===== config.mk =====
export PLATFORM = sky130hd
export DESIGN_NAME = dmem_arbiter
export DESIGN_NICKNAME = d
export VERILOG_FILES = /design/src/rtl/dmem_arbiter_pkg.sv /design/src/rtl/rr_pick2.sv /design/src/rtl/dmem_arbiter.sv
export SDC_FILE = /design/constraint.sdc
export NUM_CORES = 1
export LEC_CHECK = 0
export CELL_PAD_IN_SITES_DETAIL_PLACEMENT = 0
export CELL_PAD_IN_SITES_GLOBAL_PLACEMENT = 1
export CORE_ASPECT_RATIO = 1.25
export CORE_MARGIN = 10
export CORE_UTILIZATION = 25
export DETAILED_ROUTE_END_ITERATION = 8
export HOLD_SLACK_MARGIN = 0.02
export PLACE_DENSITY = 0.83
export SETUP_SLACK_MARGIN = 0.2
export SLEW_MARGIN = 20
export SYNTH_ARGS = -nofsm -noshare
export SYNTH_HDL_FRONTEND = slang
export SYNTH_HIERARCHICAL = 1
export SYNTH_SLANG_ARGS = --single-unit

===== constraint.sdc =====
create_clock -name clk -period 1.6 [get_ports clk]
set_input_delay 0.4 -clock clk [delete_from_list [all_inputs] [get_ports clk]]
set_output_delay 0.4 -clock clk [all_outputs]
set_load 0.02 [all_outputs]

===== src/rtl/dmem_arbiter_pkg.sv =====
// Shared types and constants for the two-port data-memory arbiter.
package dmem_arbiter_pkg;

  typedef enum logic {
    IDLE  = 1'b0,
    SERVE = 1'b1
  } state_e;

  localparam logic PORT_CORE = 1'b0;
  localparam logic PORT_DBG  = 1'b1;

endpackage


===== src/rtl/rr_pick2.sv =====
// Combinational two-way picker: round-robin against the last winner, or fixed priority to port 0.
module rr_pick2 (
  input  logic [1:0] i_req,
  input  logic       i_lp,
  input  logic       i_rr_en,
  output logic [1:0] o_gnt
);

  always_comb begin
    o_gnt = i_req;
    // On a tie, round-robin favours the port that did not win last; otherwise port 0.
    if (&i_req) begin
      o_gnt = (i_rr_en && !i_lp) ? 2'b10 : 2'b01;
    end
  end

endmodule


===== src/rtl/dmem_arbiter.sv =====
// Arbitrates a single-port data memory between the core (port 0) and a debug/DMA loader (port 1).
module dmem_arbiter
  import dmem_arbiter_pkg::*;
#(
  parameter int unsigned AW = 32,
  parameter int unsigned DW = 32,
  parameter bit          RR = 1'b1
) (
  input  logic          clk,
  input  logic          rst,
  input  logic          req0,
  input  logic          we0,
  input  logic [AW-1:0] addr0,
  input  logic [DW-1:0] wdata0,
  output logic          gnt0,
  output logic          done0,
  output logic [DW-1:0] rdata0,
  input  logic          req1,
  input  logic          we1,
  input  logic [AW-1:0] addr1,
  input  logic [DW-1:0] wdata1,
  output logic          gnt1,
  output logic          done1,
  output logic [DW-1:0] rdata1,
  output logic          mem_we,
  output logic [AW-1:0] mem_a,
  output logic [DW-1:0] mem_wd,
  input  logic [DW-1:0] mem_rd,
  output logic          busy
);

  state_e        r_state;
  state_e        w_state_d;
  logic          r_lp;
  logic          r_cmd_we;
  logic [AW-1:0] r_cmd_a;
  logic [DW-1:0] r_cmd_wd;
  logic          r_cmd_id;
  logic          r_done0;
  logic          r_done1;
  logic [DW-1:0] r_rdata0;
  logic [DW-1:0] r_rdata1;

  logic [1:0]    w_pick;
  logic [1:0]    w_gnt;
  logic          w_rr_en;

  assign w_rr_en = RR;

  rr_pick2 u_pick (
    .i_req   ({req1, req0}),
    .i_lp    (r_lp),
    .i_rr_en (w_rr_en),
    .o_gnt   (w_pick)
  );

  always_comb begin
    w_state_d = r_state;
    w_gnt     = 2'b00;
    unique case (r_state)
      IDLE: begin
        if (rst) begin
          w_gnt = w_pick;
          if (|w_pick) w_state_d = SERVE;
        end
      end
      SERVE: w_state_d = IDLE;
    endcase
  end

  always_ff @(posedge clk) begin
    if (!rst) r_state <= IDLE;
    else      r_state <= w_state_d;
  end

  always_ff @(posedge clk) begin
    if (!rst) begin
      r_lp     <= 1'b1;
      r_cmd_we <= 1'b0;
      r_cmd_a  <= '0;
      r_cmd_wd <= '0;
      r_cmd_id <= PORT_CORE;
      r_done0  <= 1'b0;
      r_done1  <= 1'b0;
      r_rdata0 <= '0;
      r_rdata1 <= '0;
    end else begin
      r_done0 <= 1'b0;
      r_done1 <= 1'b0;
      if (|w_gnt) begin
        r_cmd_we <= w_gnt[1] ? we1    : we0;
        r_cmd_a  <= w_gnt[1] ? addr1  : addr0;
        r_cmd_wd <= w_gnt[1] ? wdata1 : wdata0;
        r_cmd_id <= w_gnt[1];
        r_lp     <= w_gnt[1];
      end
      // Read data is captured for stores too; it is the pre-write content.
      if (r_state == SERVE) begin
        if (r_cmd_id == PORT_CORE) begin
          r_done0  <= 1'b1;
          r_rdata0 <= mem_rd;
        end else begin
          r_done1  <= 1'b1;
          r_rdata1 <= mem_rd;
        end
      end
    end
  end

  assign gnt0   = w_gnt[0];
  assign gnt1   = w_gnt[1];
  assign done0  = r_done0;
  assign done1  = r_done1;
  assign rdata0 = r_rdata0;
  assign rdata1 = r_rdata1;
  assign mem_we = (r_state == SERVE) & r_cmd_we & rst;
  assign mem_a  = r_cmd_a;
  assign mem_wd = r_cmd_wd;
  assign busy   = (r_state == SERVE);

endmodule


* Word level (Yosys, flattened, before mapping) *
Index checks and enable logic that the tools add are counted.

storage, ports and cells
  bits of input ports = 166
  flip-flop bits (word level) = 134
  output and inout port bits = 134

operators by class
  muxes and demuxes = 11
  bitwise gates (word level) = 4
  reductions and logical operators = 6

operator list
  kind              number
  $mux 32           2
  $mux 2            4
  $reduce_and 2->1  4
  $mux 1            4
  $reduce_or 2->1   2
  $and 1x1->1       2
  $not 1->1         2
  $pmux 1 s2        1

* Depth between registers and ports, before layout *
Gate-level depths: netlist (run 1).

  depth in word-level cells = 5
  mapped depth = 8
  mapped depth without buffers = 5

* Cells and area by module *
Netlist (run 1), hierarchy kept.

modules (own cells, without submodules)
  module        area each (um^2)  times used  cells each  sequential area each (um^2)
  dmem_arbiter  5530.3            1           596         2682.6
  rr_pick2      30.0              1           4           0.0

* Worst setup path before layout (run 1) *
No wires, ideal clock.

  kind = input to register
  from = input req0
  to = register r_cmd_a[0] (netlist: mem_a[0])
  path buffers = 3
  arrival = 1546 ps
  data required time = 1519 ps
  setup time = 81 ps
  stages = 8
  setup slack = -27 ps
  cells stage by stage = inv_1 > o21a_1 > clkbuf_2 > or2_1 > and2_1 > buf_6 > buf_6 > a211oi_2

between the ends
  word-level cells in the longest chain between the ends = 5
  elaborated cells between the ends (all ways) = 6
  classes of those cells = mux (4); reduce/logical (2)

RTL lines
  element                                     line                                    RTL
  from (decl)                                 dmem_arbiter.sv:11                      input logic req0,
  $reduce_and 2->1 *                          rr_pick2.sv:12                          if (&i_req) begin
  $mux 2 *                                    rr_pick2.sv:12
  via w_pick[1]                               dmem_arbiter.sv:44                      logic [1:0] w_pick;
  $mux 2 *                                    dmem_arbiter.sv:62                      if (rst) begin
  $mux 2 *                                    dmem_arbiter.sv:60                      unique case (r_state)
  $mux 32 or $reduce_or 2->1 (tied branches)  dmem_arbiter.sv:92, dmem_arbiter.sv:90
  to (signal assigned)                        dmem_arbiter.sv:92                      r_cmd_a <= w_gnt[1] ? addr1 : addr0;
  to (decl)                                   dmem_arbiter.sv:36                      logic [AW-1:0] r_cmd_a;

Mark *: on every way through the listed nets, which the timed path passes. The rest lies on a longest branch.
A chain may end at the register's enable or synchronous reset.

* Worst setup path in the final report (run 1) *
  from = register r_state (netlist: busy)
  to = output gnt1

between the ends
  word-level cells in the longest chain between the ends = 1

RTL lines
  element                 line                RTL
  from (decl)             dmem_arbiter.sv:32  state_e r_state;
  from (signal assigned)  dmem_arbiter.sv:73  else r_state <= w_state_d;
  $mux 2                  dmem_arbiter.sv:60
  to (decl)               dmem_arbiter.sv:22  output logic gnt1,

No other way between the ends.

==> flow_summary.toml, run 1 <==
[critical_path]
arrival_ns = 1.29
crit_fanout = 4
cp_num_cells = 3
worstPathRequired_ns = 1.20
start_kind = "register"
crit_chain = "and2b_4 > and2_4 > buf_6"
ff2ff_setup_slack_ns = -0.08
timing.rr.end = "mem_wd[19]$_SDFFE_PN0P_"
r2r-start = "r_lp$_SDFFE_PN1P_"
cpPeakStageDelay_ns = 0.31
setup.worst_path.start = "busy$_SDFF_PP0_"
cp-end-kind = "output port"
cp_num_buf_inv = 1
reg2reg_depth = 8
critPathTopFamily = "simple AND/OR/NAND/NOR gates"
critPathKind = "register to output port"
slowest_stage = "dfxtp_2"

[logic_synthesis]
synth_area_leader_cell = "dfxtp_1"
synth_cells = 600
synth_common_cells = "dfxtp_1 (134), a21oi_1 (130), nand2_1 (130), mux2i_1 (65), a211oi_2 (40)"
syn-cell-area_sq_um = 5560
yosysMostFrequentCell = "dfxtp_1"
synth_top_area_frac = 0.4824
ys_ff_latch = 134
synth-seq-area-share = 0.4824
synth-edff-count = 0
syn_nets = 766
yosys_warnings = 6
avgSynthCellArea_sq_um = 9.267
async_flop_share = 0
synth_ff_type = "dfxtp_1"
netlist-cell-type-count = 26
synth_area_leaders = "dfxtp_1 (48%), a21oi_1 (12%), mux2i_1 (12%)"

[grt]
gr-total-overflow = 0
grt_use_total = 0.1556
grt_pass1_vias = 5605
grt_pass1_wl_mm = 35.36
grt_antenna_before_repair = 2
grt_max_degree = 58

[outcome]
violations = "negative setup slack"
status = "complete, but fails checks"

[die]
core_area_sq_um = 21700
dieArea_sq_um = 28640
start_util = 0.2563
die_width_um = 153.4
rows = 60
io_pins = 300
dieHeight_um = 186.7

[sta]
finClkSkew_ns = 0.008615
rsz0062_at_grt = "yes"
max_freq_ghz = 0.5922
fin_crit_sh = 1.055
hold_viol = 0
setup_slack_ns = -0.08852
post-route-min-period_ns = 1.689
setup_viol = 68
final_max_slew_viol_count = 0

[clock_network]
htree_levels = 4
insertion_delay_ns = 0.41
cts_root_buffer = "clkbuf_16"
cts_sinks = 134
cts_buffers = 17
path_clk_slew_ns = 0.06
cts_hold_buf = 0
cts_tree = "built"
cts_buffer_depth = 2

[route]
ant_nets = 0
drc = 0
first_pass_iters = 4
drt-total-wl_mm = 24.34
avgViaCountPerCell = 4.703
dr.first_iter.drc_count = 226
num_vias = 5677
wl_per_cell_um = 20.17

[hold_path]
hold_depth = 2
hold-path-endpoint = "rdata1[0]$_SDFFE_PN0P_"
min_path_type = "register to register"
hp-start = "rdata1[0]$_SDFFE_PN0P_"

[power]
power_density_nw_per_um2 = 973.2
p_leak_uw = 0.004202
vdd_ir_drop_max_uv = 668.7

[layout]
drive_gt1_frac = 0.4914
areaGrowthSynthToFinish_pct = 91.81
final_nets = 1080
fin_util = 0.4916

[place]
preCtsSetupSlack_ns = -0.7639
place.detailed.hpwl_mm = 16.05
port_buffers = 299
gp_congestion = 0.7563

[run]
cap_violations = 0
[placed cells by master, fill, tap and decap left out, drive strengths merged, types with 2 or more instances in the layout]
cell type and instances:
a211oi 65, a21oi 130, and2 4, buf 175
bufbuf 2, bufinv 3, clkbuf 30, clkdlybuf4s50 162
clkinv 5, clkinvlp 2, dfxtp 134, diode 2
dlygate4sd2 3, inv 4, mux2i 65, nand2 130
nor2 2, nor2b 2
[logic make-up after synthesis]
group	count (synthesis)	synth area share
DFF	134	0.4824
muxes	65	0.1170
buffers and inverters	61	0.05378
AOI/OAI and AO/OA	198	0.2453
other	1	0.0006744
and+or+nand+nor	141	0.1008
[worst max-delay path by stage]
stage          slack (ns)                 endpoint
2_1_floorplan        0.02    mem_a[0]$_SDFFE_PN0P_
3_3_place_gp        -0.77                     gnt1
3_5_place_dp        -0.76                     gnt1
4_1_cts             -0.12                     gnt1
5_1_grt             -0.12  mem_wd[19]$_SDFFE_PN0P_
6_report            -0.09                     gnt1
[worst register-to-register path: stages, from the launching register on]
cell      delay, ns
dfxtp_2        0.35
nor2b_4        0.05
o21a_4         0.19
buf_4          0.15
or2_4          0.26
buf_12         0.17
buf_16         0.16
a21oi_2        0.16
a211oi_2       0.07
[report_power, final]
group / switching (uW) / internal (uW)
Clock: 1520 / 2490
Sequential: 168 / 3560
Combinational: 1320 / 1320
Total: 3010 / 7370
[stage by stage]
stage / total power (uW) / instance area (sq um) / hold slack [ns] / std cells / TNS (ns)
6_report: 10380 / 10670 / 0.4481 / 1207 / -3.376
5_1_grt: 10800 / 10670 / 0.4703 / 1207 / -6.194
4_1_cts: 10070 / 9669 / 0.4511 / 1192 / -3.857
3_5_place_dp: 5966 / 9173 / 0.4455 / 1147 / -44.43
3_3_place_gp: 5937 / 9173 / 0.4404 / 1147 / -42.52
2_1_floorplan: 4855 / 5828 / 0.4907 / 600 / 0
[what timing repair did]
item                                    in CTS  in global routing
endpoints found under the hold margin        0                  0
buffers inserted                             4                  6
gates cloned                                10                  7
endpoints found under the setup margin     202                 87
pin swaps                                    4                 63
resized for setup                          617                218
[per-layer routing]
layer	routed length [um]	share of wire	vias to the layer above	global-route usage
met3	1120	0.046	19	0.04459
met2	13130	0.54	156	0.2790
met5	0	0	-	0
met1	9770	0.40	2763	0.1736
met4	317	0.013	0	0.04476
li1	-	-	2739	-
[final cells by class]
type                    count  area (sq um)
clock inverters            11         150.1
multi-input cells         406          3616
diodes                      2         5.005
repair buffers            352          3376
inverters                   3         21.27
clock buffers              20         446.7
fillers                  2055         11030
flip-flops and latches    134          2701
well taps                 279         349.1
[sequential cells by signal (all words and copies together), names as in the netlist]
name      count
done0         1
r_cmd_we      1
mem_wd       32
r_cmd_id      1
mem_a        32
done1         1
busy          1
rdata1       32
r_lp          1
rdata0       32
(Power assumes the default switching activity.)
==> run 2: changes to the inputs <==
SLEW_MARGIN = 30   (was 20)
==> results of run 2 <==
Same layout as run 1: the final DEF is identical, and so are final timing and power.
